--- src/rtl/flog_pkg.sv ---
// Shared definitions for the floating-point logarithm pipeline controller:
// format defaults, base-conversion constants, FSM and mode encodings.
package flog_pkg;

    localparam int EXP_W_DEF      = 8;
    localparam int MAN_W_DEF      = 7;
    localparam int LOG_FRAC_W_DEF = 16;

    // ln(2) and log10(2) as Q0.32; users take the top LOG_FRAC_W bits (truncated).
    localparam logic [31:0] LN2_Q32     = 32'hB172_17F7;
    localparam logic [31:0] LOG10_2_Q32 = 32'h4D10_4D42;

    typedef enum logic [2:0] {
        ST_IDLE,
        ST_ITER,
        ST_SCALE,
        ST_NORM,
        ST_OUT
    } state_e;

    typedef enum logic [1:0] {
        MODE_LOG2     = 2'b00,
        MODE_LN       = 2'b01,
        MODE_LOG10    = 2'b10,
        MODE_LOG2_ALT = 2'b11
    } mode_e;

    function automatic int bias_of(input int exp_w);
        return (1 << (exp_w - 1)) - 1;
    endfunction

endpackage

--- src/rtl/flog_fx2fp.sv ---
// Combinational normaliser: unsigned fixed-point magnitude (LOG_FRAC_W fraction
// bits) to biased exponent and truncated mantissa.
module flog_fx2fp
    import flog_pkg::*;
#(
    parameter int EXP_W      = EXP_W_DEF,
    parameter int MAN_W      = MAN_W_DEF,
    parameter int LOG_FRAC_W = LOG_FRAC_W_DEF
) (
    input  logic [EXP_W+LOG_FRAC_W-1:0] mag,
    output logic [EXP_W-1:0]            fp_exp,
    output logic [MAN_W-1:0]            fp_man,
    output logic                        is_zero
);

    localparam int MW   = EXP_W + LOG_FRAC_W;
    localparam int BIAS = bias_of(EXP_W);

    int              pos;
    logic [MW-1:0]   aligned;

    // NOTE: every variable written here gets a default first, so no latch is inferred.
    always_comb begin
        pos = 0;
        for (int i = 0; i < MW; i++) begin
            if (mag[i]) pos = i;
        end
        is_zero = (mag == '0);
        // Move the leading one to the MSB; the mantissa is the bits right below it.
        aligned = mag << (MW - 1 - pos);
        fp_man  = is_zero ? '0 : MAN_W'(aligned >> (MW - 1 - MAN_W));
        fp_exp  = is_zero ? '0 : EXP_W'(BIAS + pos - LOG_FRAC_W);
    end

endmodule

--- src/rtl/flog_pipe_ctrl.sv ---
// Multi-cycle floating-point logarithm (log2 / ln / log10) with a valid/ready
// handshake: bit-serial log2 of the mantissa, base scaling, then normalisation.
module flog_pipe_ctrl
    import flog_pkg::*;
#(
    parameter int EXP_W      = EXP_W_DEF,
    parameter int MAN_W      = MAN_W_DEF,
    parameter int LOG_FRAC_W = LOG_FRAC_W_DEF
) (
    input  logic             clk,
    input  logic             rst,
    input  logic             in_valid,
    output logic             in_ready,
    input  logic             in_sign,
    input  logic [EXP_W-1:0] in_exp,
    input  logic [MAN_W-1:0] in_man,
    input  logic [1:0]       mode,
    output logic             out_valid,
    input  logic             out_ready,
    output logic             out_sign,
    output logic [EXP_W-1:0] out_exp,
    output logic [MAN_W-1:0] out_man,
    output logic             flag_invalid,
    output logic             flag_divzero
);

    localparam int BIAS  = bias_of(EXP_W);
    localparam int XW    = EXP_W + LOG_FRAC_W;
    localparam int YF    = MAN_W + LOG_FRAC_W;
    localparam int YW    = YF + 1;
    localparam int CNT_W = $clog2(LOG_FRAC_W + 1);

    localparam logic [EXP_W-1:0]      BIAS_V    = EXP_W'(BIAS);
    localparam logic [LOG_FRAC_W-1:0] LN2_C     = LN2_Q32[31 -: LOG_FRAC_W];
    localparam logic [LOG_FRAC_W-1:0] LOG10_2_C = LOG10_2_Q32[31 -: LOG_FRAC_W];
    localparam logic [MAN_W-1:0]      QNAN_MAN  = {1'b1, {(MAN_W-1){1'b0}}};

    state_e state, state_next;

    logic             is_special;
    logic             sp_sign, sp_inv, sp_dz;
    logic [EXP_W-1:0] sp_exp;
    logic [MAN_W-1:0] sp_man;

    logic [CNT_W-1:0]      cnt;
    logic [YW-1:0]         y, y_next;
    logic [2*YW-1:0]       sq;
    logic                  sq_ge2;
    logic [LOG_FRAC_W-1:0] frac;
    logic [EXP_W-1:0]      e_unb;
    mode_e                 mode_q;

    logic [XW-1:0]            x, x_abs, scaled, mag;
    logic                     x_neg, mag_sign;
    logic [XW+LOG_FRAC_W-1:0] prod;

    logic [EXP_W-1:0] fx_exp;
    logic [MAN_W-1:0] fx_man;
    logic             fx_zero;

    logic             res_sign, res_inv, res_dz;
    logic [EXP_W-1:0] res_exp;
    logic [MAN_W-1:0] res_man;

    // Operand classification; denormals (exp == 0) are flushed to zero.
    always_comb begin
        is_special = 1'b1;
        sp_sign    = 1'b0;
        sp_exp     = '1;
        sp_man     = '0;
        sp_inv     = 1'b0;
        sp_dz      = 1'b0;
        if ((&in_exp) && (in_man != '0)) begin
            sp_man = QNAN_MAN;
            sp_inv = 1'b1;
        end else if (in_exp == '0) begin
            sp_sign = 1'b1;
            sp_dz   = 1'b1;
        end else if (in_sign) begin
            sp_man = QNAN_MAN;
            sp_inv = 1'b1;
        end else if (!(&in_exp)) begin
            is_special = 1'b0;
            sp_exp     = '0;
        end
    end

    always_ff @(posedge clk) begin
        if (rst) state <= ST_IDLE;
        else     state <= state_next;
    end

    always_comb begin
        state_next = state;
        case (state)
            ST_IDLE:  if (in_valid) state_next = is_special ? ST_OUT : ST_ITER;
            ST_ITER:  if (cnt == CNT_W'(LOG_FRAC_W - 1)) state_next = ST_SCALE;
            ST_SCALE: state_next = ST_NORM;
            ST_NORM:  state_next = ST_OUT;
            ST_OUT:   if (out_ready) state_next = ST_IDLE;
            default:  state_next = ST_IDLE;
        endcase
    end

    always_comb begin
        in_ready     = (state == ST_IDLE);
        out_valid    = (state == ST_OUT);
        flag_invalid = out_valid & res_inv;
        flag_divzero = out_valid & res_dz;
        out_sign     = res_sign;
        out_exp      = res_exp;
        out_man      = res_man;
    end

    // Squaring step: y in [1,2), y^2 in [1,4); a result >= 2 yields a 1 bit and is halved.
    always_comb begin
        sq     = {{YW{1'b0}}, y} * {{YW{1'b0}}, y};
        sq_ge2 = sq[2*YW-1];
        y_next = sq_ge2 ? YW'(sq >> YW) : YW'(sq >> YF);
    end

    // X = unbiased exponent + log2(1.m), then |X| optionally scaled to ln or log10.
    always_comb begin
        x      = {e_unb, frac};
        x_neg  = x[XW-1];
        x_abs  = x_neg ? (~x + XW'(1)) : x;
        prod   = '0;
        scaled = x_abs;
        case (mode_q)
            MODE_LN: begin
                prod   = {{LOG_FRAC_W{1'b0}}, x_abs} * {{XW{1'b0}}, LN2_C};
                scaled = XW'(prod >> LOG_FRAC_W);
            end
            MODE_LOG10: begin
                prod   = {{LOG_FRAC_W{1'b0}}, x_abs} * {{XW{1'b0}}, LOG10_2_C};
                scaled = XW'(prod >> LOG_FRAC_W);
            end
            default: ;
        endcase
    end

    // NOTE: datapath registers carry no reset; each is loaded on accept before it is read.
    always_ff @(posedge clk) begin
        case (state)
            ST_IDLE: if (in_valid) begin
                e_unb  <= in_exp - BIAS_V;
                y      <= {1'b1, in_man, {LOG_FRAC_W{1'b0}}};
                frac   <= '0;
                cnt    <= '0;
                mode_q <= mode_e'(mode);
            end
            ST_ITER: begin
                y    <= y_next;
                frac <= {frac[LOG_FRAC_W-2:0], sq_ge2};
                cnt  <= cnt + CNT_W'(1);
            end
            ST_SCALE: begin
                mag      <= scaled;
                mag_sign <= x_neg;
            end
            default: ;
        endcase
    end

    flog_fx2fp #(
        .EXP_W      (EXP_W),
        .MAN_W      (MAN_W),
        .LOG_FRAC_W (LOG_FRAC_W)
    ) u_fx2fp (
        .mag     (mag),
        .fp_exp  (fx_exp),
        .fp_man  (fx_man),
        .is_zero (fx_zero)
    );

    // Result registers are only written on accept or leaving NORM, so they hold through OUT.
    always_ff @(posedge clk) begin
        if (rst) begin
            res_sign <= 1'b0;
            res_exp  <= '0;
            res_man  <= '0;
            res_inv  <= 1'b0;
            res_dz   <= 1'b0;
        end else begin
            case (state)
                ST_IDLE: if (in_valid) begin
                    res_sign <= sp_sign;
                    res_exp  <= sp_exp;
                    res_man  <= sp_man;
                    res_inv  <= sp_inv;
                    res_dz   <= sp_dz;
                end
                ST_NORM: begin
                    res_sign <= mag_sign & ~fx_zero;
                    res_exp  <= fx_exp;
                    res_man  <= fx_man;
                    res_inv  <= 1'b0;
                    res_dz   <= 1'b0;
                end
                default: ;
            endcase
        end
    end

endmodule

--- config.mk ---
export PLATFORM = sky130hd
export DESIGN_NAME = flog_pipe_ctrl
export DESIGN_NICKNAME = d
export VERILOG_FILES = /design/src/rtl/flog_pkg.sv /design/src/rtl/flog_fx2fp.sv /design/src/rtl/flog_pipe_ctrl.sv
export SDC_FILE = /design/constraint.sdc
export NUM_CORES = 2
export LEC_CHECK = 0
export ABC_AREA = 1
export CAP_MARGIN = 20
export CORE_ASPECT_RATIO = 0.5
export CORE_UTILIZATION = 40
export DETAILED_ROUTE_END_ITERATION = 8
export PLACE_DENSITY = 0.54
export SLEW_MARGIN = 20
export SYNTH_ARGS = -nofsm -noshare
export SYNTH_HDL_FRONTEND = slang
export SYNTH_SLANG_ARGS = --single-unit
--- constraint.sdc ---
create_clock -name clk -period 15.15 [get_ports clk]
set_clock_uncertainty 0.15 [all_clocks]
set_input_delay 4.545 -clock clk [delete_from_list [all_inputs] [get_ports clk]]
set_output_delay 4.545 -clock clk [all_outputs]
set_load 0.05 [all_outputs]
# --- Yosys cells after proc, flatten, opt, wreduce, memory -nomap -nowiden ---
# Index checks and enable logic that the tools add are counted.
word_totals:
  regBits: 101
  mem_count: 0
  elab_cells: 114
  ramBits: 0
  inputBits: 22
  latch_bits: 0
  rom_bits: 0
  output_inout_bits: 20
classes:
  multipliers: 3
  bitwise: 5
  addsub: 6
  n_mux: 64
  shifts: 1
  n_div: 0
  order_cmp: 0
  eq_ne: 10
  n_reduce_logical: 12
ops:
  columns: ["op", "count"]
  rows:
  - ["$mux 32", 22]
  - ["$pmux 24 s2", 2]
  - ["$mux 24", 3]
  - ["$mul 24x24->48", 1]
  - ["$mux 8", 6]
  - ["$mul 24x15->39 const B", 1]
  - ["$mul 24x11->35 const B", 1]
  - ["$mux 7", 5]
  - ["$pmux 16 s2", 1]
  - ["$shl 24x32->23", 1]
  - ["$sub 6x32->32 const A", 1]
  - ["$add 24x1->24 const B", 1]
  - ["$logic_not 24->1", 1]
  - ["$not 24->24", 1]
  - ["$mux 16", 1]
  - ["$pmux 8 s2", 1]
  - ["$pmux 3 s5", 1]
  - ["$pmux 7 s2", 1]
  - ["$mux 1", 12]
  - ["$mux 3", 4]
  - ["$pmux 5 s2", 1]
  - ["$add 8x8->8 const A", 1]
  - ["$logic_not 8->1", 1]
  - ["$reduce_and 8->1", 1]
  - ["other kinds (21)", 30]

# --- Longest topological paths before layout ---
logic_depth:
  word_depth: 27
  ltp_mapped: 37
  ltp_nobuf: 37

# --- Modules after synthesis ---
# Synthesis repeated with hierarchy kept, for this count alone.
hier_totals:
  hier_cells: 4436
  hier_area_um2: 34523.1
by_module_without_submodules:
  columns: ["mod", "seq_area_each_um2", "n_inst", "cells_each", "area_per_inst_um2"]
  rows:
  - ["flog_pipe_ctrl", 2822.7, 1, 4090, 32932.8]
  - ["flog_fx2fp", 0.0, 1, 346, 1590.3]

# --- Worst setup path after synthesis ---
# OpenSTA, ideal clock, no wires.
synth_path:
  kind: "reg-to-reg"
  startpoint: "reg frac[0]"
  endpoint: "reg mag[23], data pin"
  synth_period_minus_slack_ns: 7.362
  setup_time_ns: 0.269
  path_stages_with_launch: 33
  setup_slack_ns: 7.788
  path_buffers: 0
  arrival_ns: 6.943
  t_required_ns: 14.731
  path_cell_list: "edfxtp_1 > inv_2 > ha_1 > inv_1 > nor3_1 > nand3_1 > nand3b_1 > o31ai_1 > xor2_1 > fa_1 > fa_1 > ha_1 > inv_1 > fa_1 > inv_1 > fa_1 > ha_1 > ha_1 > a21oi_1 > inv_1 > a21oi_1 > o21ai_0 > a21oi_1 > o21ai_1 > nand4_1 > o211ai_1 > nand3_1 > nand2_1 > nand3_1 > nand2_1 > or2_2 > nand4_1 > o21ai_0"
synth_between:
  elab_chain_len: 5
synth_rtl:
  columns: ["element", "line", "source"]
  rows:
  - ["from (decl)", "flog_pipe_ctrl.sv:49", "logic [LOG_FRAC_W-1:0] frac;"]
  - ["from (signal assigned)", "flog_pipe_ctrl.sv:154", "frac <= {frac[LOG_FRAC_W-2:0], sq_ge2};"]
  - ["$not 24->24", "flog_pipe_ctrl.sv:126", "x_abs = x_neg ? (~x + XW'(1)) : x;"]
  - ["$add 24x1->24", "flog_pipe_ctrl.sv:126", null]
  - ["$mux 24 (*)", "flog_pipe_ctrl.sv:126", null]
  - ["$mul 24x15->39", "flog_pipe_ctrl.sv:131", "prod = {{LOG_FRAC_W{1'b0}}, x_abs} * {{XW{1'b0}}, LN2_C};"]
  - ["$pmux 24 s2 (*)", "flog_pipe_ctrl.sv:129", "case (mode_q)"]
  - ["named net scaled[23]", "flog_pipe_ctrl.sv:53", "logic [XW-1:0] x, x_abs, scaled, mag;"]
  - ["to (signal assigned)", "flog_pipe_ctrl.sv:158", "mag <= scaled;"]
  - ["to (decl)", "flog_pipe_ctrl.sv:53", null]
# Mark *: on every way through the listed nets, which the timed path passes. The rest lies on a longest branch.
# A chain may end at the register's enable or synchronous reset.

# --- Final worst setup path ---
# Same ends and word-level chain as after synthesis.

==> metrics.log <==
INFO  metric max_slew_margin = 0.2885
INFO  metric cts_resized = 0
INFO  metric synth.ff_latch_count = around 100
INFO  metric critical_path_depth = 32
INFO  metric clkTransAtPathRegs = approximately 0.08 ns
INFO  metric netlist_instances = between 3k and 4k
INFO  metric worst-r2r-cell-count = 32
INFO  metric die_w = 406.3 um
INFO  metric setup.worst_path.start_class = flop
INFO  metric cap_violations = 0
INFO  metric first_global_vias = 26.37k
INFO  metric finalMaxSlewViolations = 0
INFO  metric totalWireLength = 80650 um
INFO  metric ys_seq_area_frac = 0.08635
INFO  metric tritoncts = built
INFO  metric residual_drc = 0
INFO  metric final-setup-viol-count = 0
INFO  metric post_route_cells_drive_above_1_share = 0.03386
INFO  metric grt_first_pass_wirelength = around 140000 um
INFO  metric timing.setup.critical_path_class = flop to flop
INFO  metric netlist.top_cell.by_area = fa_1
INFO  metric htree_num_levels = 3
INFO  metric status = finished, final reports clean
INFO  metric firstDrtPassIters = 5
INFO  metric synth-async-reset-ratio = 0
INFO  metric cts-root-to-sink-buffers = 2
INFO  metric worst_path_dominant_cell_family = adder cells
INFO  metric track_usage = 0.2068
INFO  metric critPathMaxFanout = 11
INFO  metric critical_path.most_common_cell = inv_1
INFO  metric grt_antenna_before_repair = 2
INFO  metric cpMaxStageDelayCell = fa_1
INFO  metric grt_overflow_total = 0
INFO  metric yosysWarnings = 0
INFO  metric clock_insertion_delay_worst_skew = 0.38 ns
INFO  metric final_antenna_net_count = 0
INFO  metric detail_route.iter0.violations = between 1k and 1.5k
INFO  metric i_o_pins = 42
INFO  metric crit_path_max_incr_delay = ~0.71 ns
INFO  metric detailroute.via_count = about 24k
INFO  metric floorplan.rows = 73
INFO  metric syn_area_per_cell = 8.384 um^2
INFO  metric floorplan_die_height = ~200 um
INFO  metric numPortBuffers = 41
INFO  metric layout.cells.most_common = inv_1
INFO  metric post_route_clock_period_utilization = 0.5853
INFO  metric worst-endpoint-arrival = between 8 and 9 ns
INFO  metric synth_top_area_frac = 0.3736
INFO  metric synth_cell_types = 60
INFO  metric dp.final_hpwl = 66040 um
INFO  metric final-hold-violation-count = 0
INFO  metric worst_setup_path_end_kind = flop
INFO  metric timing.critical_path.required = 15.11 ns
INFO  metric most-common-layout-cells = 1171 x inv_1, 610 x fa_1, 585 x nand2_1, 456 x ha_1, 168 x nor2_1
INFO  metric clock_sink_count = between 100 and 150
INFO  metric synth_flop_cell = edfxtp_1
INFO  metric final_worst_path_period_need = between 8 and 9 ns
INFO  metric viasPerCell = between 4 and 5
INFO  metric syn2layout_area_growth = 6.580%
INFO  metric nets_final = ~5k
INFO  metric clock_root_cell = clkbuf_16
INFO  metric cp.buffers_inverters = 6
INFO  metric cts_buffers = 9
INFO  metric maximum_number_of_pins_on_one_net_before_global_route_repair = 46
INFO  metric syn-num-nets = around 5k
INFO  metric rsz_0062_raised_after_global_routing = no
INFO  metric route.detailed.wl_per_inst = between 15 and 20 um
INFO  metric edff_count_synth = 80
INFO  metric post_synth_main_area_contributors = fa_1 37%, ha_1 17%, inv_1 13%
INFO  metric hp-class = flop to flop
INFO  metric core_area = between 80000 and 90000 um^2
INFO  metric fin_worst_hold_slack = around 0.32 ns
INFO  metric setup_tns = 0 ns
INFO  metric hold_buffers = 0
INFO  metric initial_utilization = 0.4076
INFO  metric max_freq = between 100 and 150 MHz
INFO  metric post_cts_buffers = 0
INFO  metric timing.hold.worst_path_depth = 2
INFO  metric synthesis.area = approximately 33000 um^2
INFO  metric worstMarginPinSlew = around 1.1 ns
INFO  metric gp_congestion = between 0.8 and 0.9
INFO  metric fp.dieArea = between 80000 and 90000 um^2
==> stage by stage <==
step | instance area [um^2] | util | instances | setup WS (ns)
final | 34840 | 0.4344 | 5016 | 6.283
after global routing | 34840 | 0.4344 | 5015 | 5.643
after CTS | 34830 | 0.4344 | 5015 | 6.229
after detailed placement | 34540 | 0.4307 | 4999 | 6.292
after global placement | 34540 | 0.4307 | 4999 | 6.339
after floorplan | 32690 | - | 3899 | 7.788
==> kinds of logic after synthesis <==
| group | Yosys count | synth area share |
|---|---|---|
| flip-flops | 101 | 0.08635 |
| AND/OR/NAND/NOR | 985 | 0.1253 |
| XOR/XNOR | 75 | 0.02033 |
| buffers and inverters | 1263 | 0.1463 |
| adder cells (fa/ha/maj) | 1066 | 0.5481 |
| AO/OA/AOI/OAI | 409 | 0.07353 |
==> registers in the layout, summed over array words and instances (netlist names) <==
register  flops
state         3
frac         16
out_exp       8
res_dz        1
cnt           5
mode_q        2
mag          24
out_man       7
res_inv       1
y            24
e_unb         8
out_sign      1
mag_sign      1
==> synthesized netlist by cell type (4+ instances only) <==
library cell,instances
inv_1,1171
o31ai_1,5
dfxtp_1,21
nor4_1,7
a21oi_2,8
edfxtp_1,80
nor3_1,30
nor2_1,169
a21oi_1,161
or2_2,12
o221ai_1,8
xnor2_1,22
nand4_1,21
clkinv_1,7
o221a_2,4
clkbuf_1,64
o211ai_1,10
buf_2,7
a21o_1,8
nand2_2,10
a31oi_1,28
a22oi_1,4
ha_1,456
o21ai_2,6
o21ai_0,111
a22o_1,4
o21a_1,14
buf_1,4
nand3_1,135
fa_1,610
o21ai_1,12
buf_6,4
o21bai_1,5
xor2_1,52
nand2_1,586
inv_2,5
==> metal layers <==
layer / GRT usage / part of all wire
met5: 0 / 0.00011
met4: 0.03315 / 0.013
met3: 0.01941 / 0.035
met2: 0.3675 / 0.49
met1: 0.2771 / 0.46
==> area by class of cell <==
type	count	area, um^2
Fill cell	8127	45360
Clock inverter	6	51.30
Clock buffer	10	239.0
Antenna cell	1	2.502
Multi-Input combinational cell	2535	25120
Timing Repair Buffer	93	800.8
Sequential cell	101	2823
Inverter	1183	4441
Tap cell	1087	1360
==> tightest hold or removal path: stages (launching register included) <==
cell and delay, ns:
dfxtp_1 0.32, nand2_1 0.06, a21oi_1 0.05
==> final timing paths <==
| check | startpoint | to | slack [ns] |
|---|---|---|---|
| max | frac[0] | mag[23] | 6.28 |
| min | res_dz | res_dz | 0.32 |
| max reg2reg | frac[0] | mag[23] | 6.28 |
| min reg2reg | res_dz | res_dz | 0.32 |
Power is left out: the tool's default activity adds up to more than one toggle a clock period on the data nets, which glitch-free logic cannot reach.
